$ cat config.mk
export PLATFORM = sky130hd
export DESIGN_NAME = id_ex_stage
export DESIGN_NICKNAME = d
export VERILOG_FILES = /design/src/rtl/cpu_pkg.sv /design/src/rtl/hazard_detect.sv /design/src/rtl/id_ex_stage.sv
export SDC_FILE = /design/constraint.sdc
export NUM_CORES = 1
export LEC_CHECK = 0
export CAP_MARGIN = 20
export CORE_AREA = 2 2 128 130
export DETAILED_ROUTE_END_ITERATION = 16
export DIE_AREA = 0 0 130 132
export PLACE_DENSITY = 0.77
export SLEW_MARGIN = 10
export SYNTH_ARGS = -nofsm -noshare
export SYNTH_HDL_FRONTEND = slang
export SYNTH_SLANG_ARGS = --single-unit
$ cat constraint.sdc
create_clock -name clk_i -period 3.3 [get_ports clk_i]
set_clock_uncertainty 0.05 [all_clocks]
set_input_delay 0.66 -clock clk_i [delete_from_list [all_inputs] [get_ports clk_i]]
set_output_delay 0.66 -clock clk_i [all_outputs]
set_load 0.05 [all_outputs]
$ cat src/rtl/cpu_pkg.sv
// Shared RV32 pipeline definitions: opcodes, ALU op encodings, the control
// bundle carried by the ID/EX, EX/MEM and MEM/WB registers, and opcode helpers.
package cpu_pkg;

  localparam int XLEN = 32;

  localparam logic [6:0] OP_R      = 7'b0110011;
  localparam logic [6:0] OP_LOAD   = 7'b0000011;
  localparam logic [6:0] OP_STORE  = 7'b0100011;
  localparam logic [6:0] OP_BRANCH = 7'b1100011;
  localparam logic [6:0] OP_IMM    = 7'b0010011;

  typedef enum logic [1:0] {
    ALU_ADD    = 2'b00,
    ALU_BRANCH = 2'b01,
    ALU_RTYPE  = 2'b10,
    ALU_ITYPE  = 2'b11
  } aluOp_e;

  typedef struct packed {
    logic       regWrite;
    logic       aluSrc;
    logic       branch;
    logic       memWrite;
    logic       memRead;
    logic       memToReg;
    logic [1:0] aluOp;
  } ctrl_t;

  function automatic logic isLegal(input logic [6:0] op);
    return (op == OP_R) || (op == OP_LOAD) || (op == OP_STORE) ||
           (op == OP_BRANCH) || (op == OP_IMM);
  endfunction

  function automatic logic usesRs2(input logic [6:0] op);
    return (op == OP_R) || (op == OP_STORE) || (op == OP_BRANCH);
  endfunction

endpackage

$ cat src/rtl/hazard_detect.sv
// Load-use hazard detector: flags an ID instruction that reads the
// destination of a load currently sitting in EX.
module hazard_detect
  import cpu_pkg::*;
(
  input  logic       exValid,
  input  logic       exMemRead,
  input  logic [4:0] exRd,
  input  logic [4:0] idRs1,
  input  logic [4:0] idRs2,
  input  logic [6:0] idOpcode,
  output logic       hazard
);

  logic rs1Hit;
  logic rs2Hit;

  // Illegal opcodes read nothing, so they can never stall the pipe.
  assign rs1Hit = isLegal(idOpcode) && (exRd == idRs1);
  assign rs2Hit = usesRs2(idOpcode) && (exRd == idRs2);
  assign hazard = exValid && exMemRead && (exRd != 5'd0) && (rs1Hit || rs2Hit);

endmodule

$ cat src/rtl/id_ex_stage.sv
// ID/EX pipeline register with control sanitisation, flush squash, illegal
// opcode detection and (when HAZARD_DETECT_EN is defined) load-use stalling.
module id_ex_stage
  import cpu_pkg::*;
(
  input  logic            clk_i,
  input  logic            rst_i,
  input  logic [31:0]     instr_i,
  input  logic [XLEN-1:0] pc_i,
  input  logic [XLEN-1:0] rs1_data_i,
  input  logic [XLEN-1:0] rs2_data_i,
  input  logic [XLEN-1:0] imm_i,
  input  logic            RegWrite_i,
  input  logic            ALUSrc_i,
  input  logic            Branch_i,
  input  logic            MemWrite_i,
  input  logic            MemRead_i,
  input  logic            MemtoReg_i,
  input  logic [1:0]      ALU_op_i,
  input  logic            flush_i,
  output logic            stall_o,
  output logic            valid_o,
  output logic [XLEN-1:0] pc_o,
  output logic [XLEN-1:0] rs1_data_o,
  output logic [XLEN-1:0] rs2_data_o,
  output logic [XLEN-1:0] imm_o,
  output logic [4:0]      rs1_addr_o,
  output logic [4:0]      rs2_addr_o,
  output logic [4:0]      rd_addr_o,
  output logic [3:0]      funct_o,
  output logic            RegWrite_o,
  output logic            ALUSrc_o,
  output logic            Branch_o,
  output logic            MemWrite_o,
  output logic            MemRead_o,
  output logic            MemtoReg_o,
  output logic [1:0]      ALU_op_o,
  output logic            illegal_o
);

  logic [6:0]      opcode;
  logic            legal;
  logic            hazard;
  logic            capture;
  logic            squashIllegal;
  logic            unusedInstrBits;
  ctrl_t           ctrlId;

  ctrl_t           ctrl_p1;
  logic            vld_p1;
  logic            illegal_p1;
  logic [XLEN-1:0] pc_p1;
  logic [XLEN-1:0] rs1Data_p1;
  logic [XLEN-1:0] rs2Data_p1;
  logic [XLEN-1:0] imm_p1;
  logic [4:0]      rs1Addr_p1;
  logic [4:0]      rs2Addr_p1;
  logic [4:0]      rdAddr_p1;
  logic [3:0]      funct_p1;

  assign opcode          = instr_i[6:0];
  assign legal           = isLegal(opcode);
  assign unusedInstrBits = ^{instr_i[31], instr_i[29:25]};

`ifdef HAZARD_DETECT_EN
  hazard_detect uHazard (
    .exValid   (vld_p1),
    .exMemRead (ctrl_p1.memRead),
    .exRd      (rdAddr_p1),
    .idRs1     (instr_i[19:15]),
    .idRs2     (instr_i[24:20]),
    .idOpcode  (opcode),
    .hazard    (hazard)
  );
`else
  assign hazard = 1'b0;
`endif

  assign stall_o       = hazard & ~flush_i;
  assign capture       = ~flush_i & ~hazard & legal;
  assign squashIllegal = ~flush_i & ~hazard & ~legal;

  // Memory enables are tied to the opcode so decoder don't-cares never leak into EX.
  always_comb begin
    ctrlId          = '0;
    ctrlId.regWrite = RegWrite_i;
    ctrlId.aluSrc   = ALUSrc_i;
    ctrlId.branch   = Branch_i;
    ctrlId.memWrite = MemWrite_i & (opcode == OP_STORE);
    ctrlId.memRead  = MemRead_i & (opcode == OP_LOAD);
    ctrlId.memToReg = MemtoReg_i;
    ctrlId.aluOp    = ALU_op_i;
  end

  // ID -> EX boundary: a bubble zeroes control and datapath alike.
  always_ff @(posedge clk_i) begin
    if (!rst_i) begin
      vld_p1     <= 1'b0;
      illegal_p1 <= 1'b0;
      ctrl_p1    <= '0;
      pc_p1      <= '0;
      rs1Data_p1 <= '0;
      rs2Data_p1 <= '0;
      imm_p1     <= '0;
      rs1Addr_p1 <= '0;
      rs2Addr_p1 <= '0;
      rdAddr_p1  <= '0;
      funct_p1   <= '0;
    end else begin
      vld_p1     <= capture;
      illegal_p1 <= squashIllegal;
      ctrl_p1    <= capture ? ctrlId : '0;
      pc_p1      <= capture ? pc_i : '0;
      rs1Data_p1 <= capture ? rs1_data_i : '0;
      rs2Data_p1 <= capture ? rs2_data_i : '0;
      imm_p1     <= capture ? imm_i : '0;
      rs1Addr_p1 <= capture ? instr_i[19:15] : 5'd0;
      rs2Addr_p1 <= capture ? instr_i[24:20] : 5'd0;
      rdAddr_p1  <= capture ? instr_i[11:7] : 5'd0;
      funct_p1   <= capture ? {instr_i[30], instr_i[14:12]} : 4'd0;
    end
  end

  assign valid_o    = vld_p1;
  assign illegal_o  = illegal_p1;
  assign pc_o       = pc_p1;
  assign rs1_data_o = rs1Data_p1;
  assign rs2_data_o = rs2Data_p1;
  assign imm_o      = imm_p1;
  assign rs1_addr_o = rs1Addr_p1;
  assign rs2_addr_o = rs2Addr_p1;
  assign rd_addr_o  = rdAddr_p1;
  assign funct_o    = funct_p1;
  assign RegWrite_o = ctrl_p1.regWrite;
  assign ALUSrc_o   = ctrl_p1.aluSrc;
  assign Branch_o   = ctrl_p1.branch;
  assign MemWrite_o = ctrl_p1.memWrite;
  assign MemRead_o  = ctrl_p1.memRead;
  assign MemtoReg_o = ctrl_p1.memToReg;
  assign ALU_op_o   = ctrl_p1.aluOp;

endmodule
; ---- After elaboration in Yosys (flattened, before gate mapping)
; Cells that the tools add are included.
[word_totals]
register_bits = 157
out_inout_bits = 158
[classes]
n_eq_ne = 5
bitwise_logic = 6
reduce_logical = 5
[ops]
columns = operator, count
row1 = 7-bit by 6-bit equality test with 1-bit output (second input constant), 2
row2 = 7-bit by 2-bit equality test with 1-bit output (second input constant), 1
row3 = 7-bit by 5-bit equality test with 1-bit output (second input constant), 1
row4 = 7-bit equality test (second input constant), 1
row5 = 1-bit AND, 4
row6 = 1-bit logical OR, 4
row7 = 1-bit NOT, 2
row8 = 2-bit AND reduction, 1

; ---- Longest topological paths before layout
[depth]
depth_word = 7
depth_mapped = 5
ltp_nobuf = 3

; ---- Least setup slack after synthesis
; No wires, ideal clock.
[synth_path]
path_type = input to register
start = input flush_i
end = register pc_p1[0] (netlist: pc_o[0])
arrival_time_ns = 1.448
t_required_ns = 3.190
path_slack_ns = 1.742
cell_stages = 5
n_path_buf = 2
cell_sequence = nand2b_1 -> nor2_8 -> buf_12 -> buf_8 -> and3_1
[synth_via]
elab_chain_len = 3
[synth_rtl]
columns = item, line
row1 = "start, declared", id_ex_stage.sv:20  ; input logic flush_i,
row2 = 1-bit NOT, id_ex_stage.sv:80  ; assign capture = ~flush_i & ~hazard & legal;
row3 = 1-bit AND, id_ex_stage.sv:80
row4 = 2-bit AND reduction (no source line), --
row5 = "end signal, assigned", id_ex_stage.sv:113  ; pc_p1 <= capture ? pc_i : '0;
row6 = "end, declared", id_ex_stage.sv:52  ; logic [XLEN-1:0] pc_p1;
; Every way passes these cells.
; A chain may end at the register's enable or synchronous reset.

; ---- Worst setup path after layout
[layout_path]
start = register pc_p1[12] (netlist: pc_o[12])
end = output pc_o[12]
[layout_lines]
columns = item, line
row1 = "end, declared", id_ex_stage.sv:23  ; output logic [XLEN-1:0] pc_o,
; No word-level cell between the ends.

==> run summary <==
First-pass GRT wire length = 19.9 mm
RSZ-0062 raised after global routing = false
Critical path depth = 1
Postcts setup bufs = 0
Netlist cell types = 18
Synth area leader = dfxtp_1
DRC violation count after routing = 0
Slew headroom = 0.624
Fraction of layout cells with a size suffix above 1 = 0.0546
FP Rows = 46
GRT Util Overall = 0.154
Share of synthesized registers carrying an async set or reset = 0
Initial DRC Count = 140
DP Worst Slack = 732 ps
Starting density of the core = 0.282
# setup viols final = 0
Placer congestion estimate = 0.747
# fillers = 1390
Hold_buf cts = 0
H-Tree Depth = 4
Nets = 838
Count leader, synth = dfxtp_1
Syn_nets = 527
Seq cells post-synth = 157
Area of the core = 0.0157 mm²
Post-Place Cells = 864
CP endpoint kind = output pin
DP HPWL = 9.88 mm
Fin Setup TNS = 0 ps
Crit-path max cell delay = 820 ps
Fmax = 443 MHz
Final worst setup slack = 1040 ps
Diodes inserted = 0
Crit path kind = reg -> out
Post-synth EDFFs = 0
Via-to-Cell Ratio = 4.15
Synth top area share = 0.709
Status = finished clean
Logic pwr share = 0.071
TritonCTS Buffers = 17
Clock Root Buffer = clkbuf_16
Post-synth top cells = 157 x dfxtp_1, 155 x and3_1, 15 x clkbuf_1
CP Buf/Inv Count = 1
Hold Violations, Final = 0
Seq/Total Area, Yosys = 0.709
Wirelength, routed = 13.3 mm
Clk network pwr share = 0.460
Finished Layout Cells = 894
Clock buffer depth = 2
First drt pass iteration count = 3
CP delay by family, top = buffers and inverters
LEAKAGE = 3.75 nW
Max VDD drop = 295 µV
Die X = 130 µm
Crit path required time = 2590 ps
CTS sink cnt = 157
Die area = 0.0172 mm²
Final core utilization = 0.530
Power per cell area = 488 mW/mm²
Psw = 839 µW
MaxCap Viol Count = 0
CTS tree = yes
GRT Residual Overflow = 0
Top cells by area, synth = dfxtp_1 71%, and3_1 22%, buf_8 2.0%
Final slew viol count = 0
Vias = 3706
Vias in the first global route = 3767
# port buffers = 321
Period minus WS final = 2260 ps
Main flop type after synthesis = dfxtp_1
Post-CTS Resized = 0
Yosys warns = 0
Int Pwr = 3.22 mW
Netlist Area Pre-Place = 0.00444 mm²
WL per Instance = 14.9 µm
Synth Area per Inst = 12.5 µm²
Crit path max-delay cell type = clkdlybuf4s50_1
Cell Chain, Critical Path = clkdlybuf4s50_1
Fin crit share = 0.684
Crit start category = flop
Post-synthesis cell count = 356
Worst Path Max Fanout = 1
Pin count of the biggest net entering global routing = 106
Antenna violations before repair = 0
Die Height = 132 µm
Routed Antenna Nets = 0
Ports = 329
Sw frac = 0.206
Pin slew with the least headroom to its limit = 564 ps
Clock transition at path regs = 60 ps
Hold Crit Class = in -> reg
Reg power frac = 0.469
Hold depth = 2
Area Growth Syn to Fin = 87.6%
Crit path DAT = 1550 ps
## final cells by class
cell class	count	area, µm²	area share
clock buffer	20	447	0.0537
clock inverter	10	118	0.0141
inverter	2	7.51	0.000902
multi-input combinational	163	1060	0.127
sequential	157	3140	0.378
tap	216	270	0.0325
timing repair buffer	326	3280	0.394
## sequential cells by signal (all words and copies together), names as in the netlist, 2 cells and up
signal      count
imm_o          32
pc_o           32
rs1_data_o     32
rs2_data_o     32
rd_addr_o       5
rs1_addr_o      5
rs2_addr_o      5
funct_o         4
ALU_op_o        2
## per-layer routing
metal	vias to the layer above	track usage	share of wire
met5	-	0	0
met4	0	0.0514	0.013
met3	12	0.0873	0.13
met2	213	0.262	0.49
met1	1652	0.158	0.37
li1	1829	-	-
## power groups by stage
stage	registers, mW	clock network, mW	logic [mW]
finish	1.91	1.87	0.289
global route	1.91	2.01	0.309
floorplan	1.98	0	0.0441
detailed placement	1.95	0	0.291
global placement	1.95	0	0.287
CTS	1.91	1.92	0.292
## kinds of logic (layout without fill, tap and decap cells)
family | count (synthesis) | after routing | synth area share
other cells | 1 | 1 | 0.000845
buf+inv | 36 | 358 | 0.0539
compound gates | 2 | 2 | 0.00310
flops | 157 | 157 | 0.709
simple gates | 160 | 160 | 0.234
## layout by cell type (no fill, tap or decap), drive strengths merged
| cell type | synthesis | layout |
|---|---|---|
| bufinv | 0 | 2 |
| clkinvlp | 0 | 1 |
| nand2b | 1 | 1 |
| and2 | 1 | 1 |
| nor2 | 1 | 1 |
| a21oi | 1 | 1 |
| clkdlybuf4s50 | 0 | 321 |
| nor4 | 1 | 1 |
| and3 | 155 | 155 |
| clkinv | 0 | 6 |
| conb | 1 | 1 |
| nand4bb | 1 | 1 |
| o21ai | 1 | 1 |
| clkbuf | 16 | 20 |
| inv | 2 | 3 |
| buf | 18 | 5 |
| dfxtp | 157 | 157 |
## path summary, 6_finish.rpt
kind | from | to | slack, ps
setup / recovery | pc_o[12] | pc_o[12] | 1040
hold / removal | MemtoReg_i | MemtoReg_o | 770
## stage by stage
stage | hold slack (ps) | total power, mW | cell area [µm²]
finish | 766 | 4.06 | 8320
detailed placement | 1190 | 2.24 | 7760
global placement | 1180 | 2.23 | 7760
global route | 742 | 4.23 | 8320
floorplan | 756 | 2.02 | 4440
CTS | 744 | 4.12 | 8320
No activity file was read; power rests on OpenSTA's default activity.
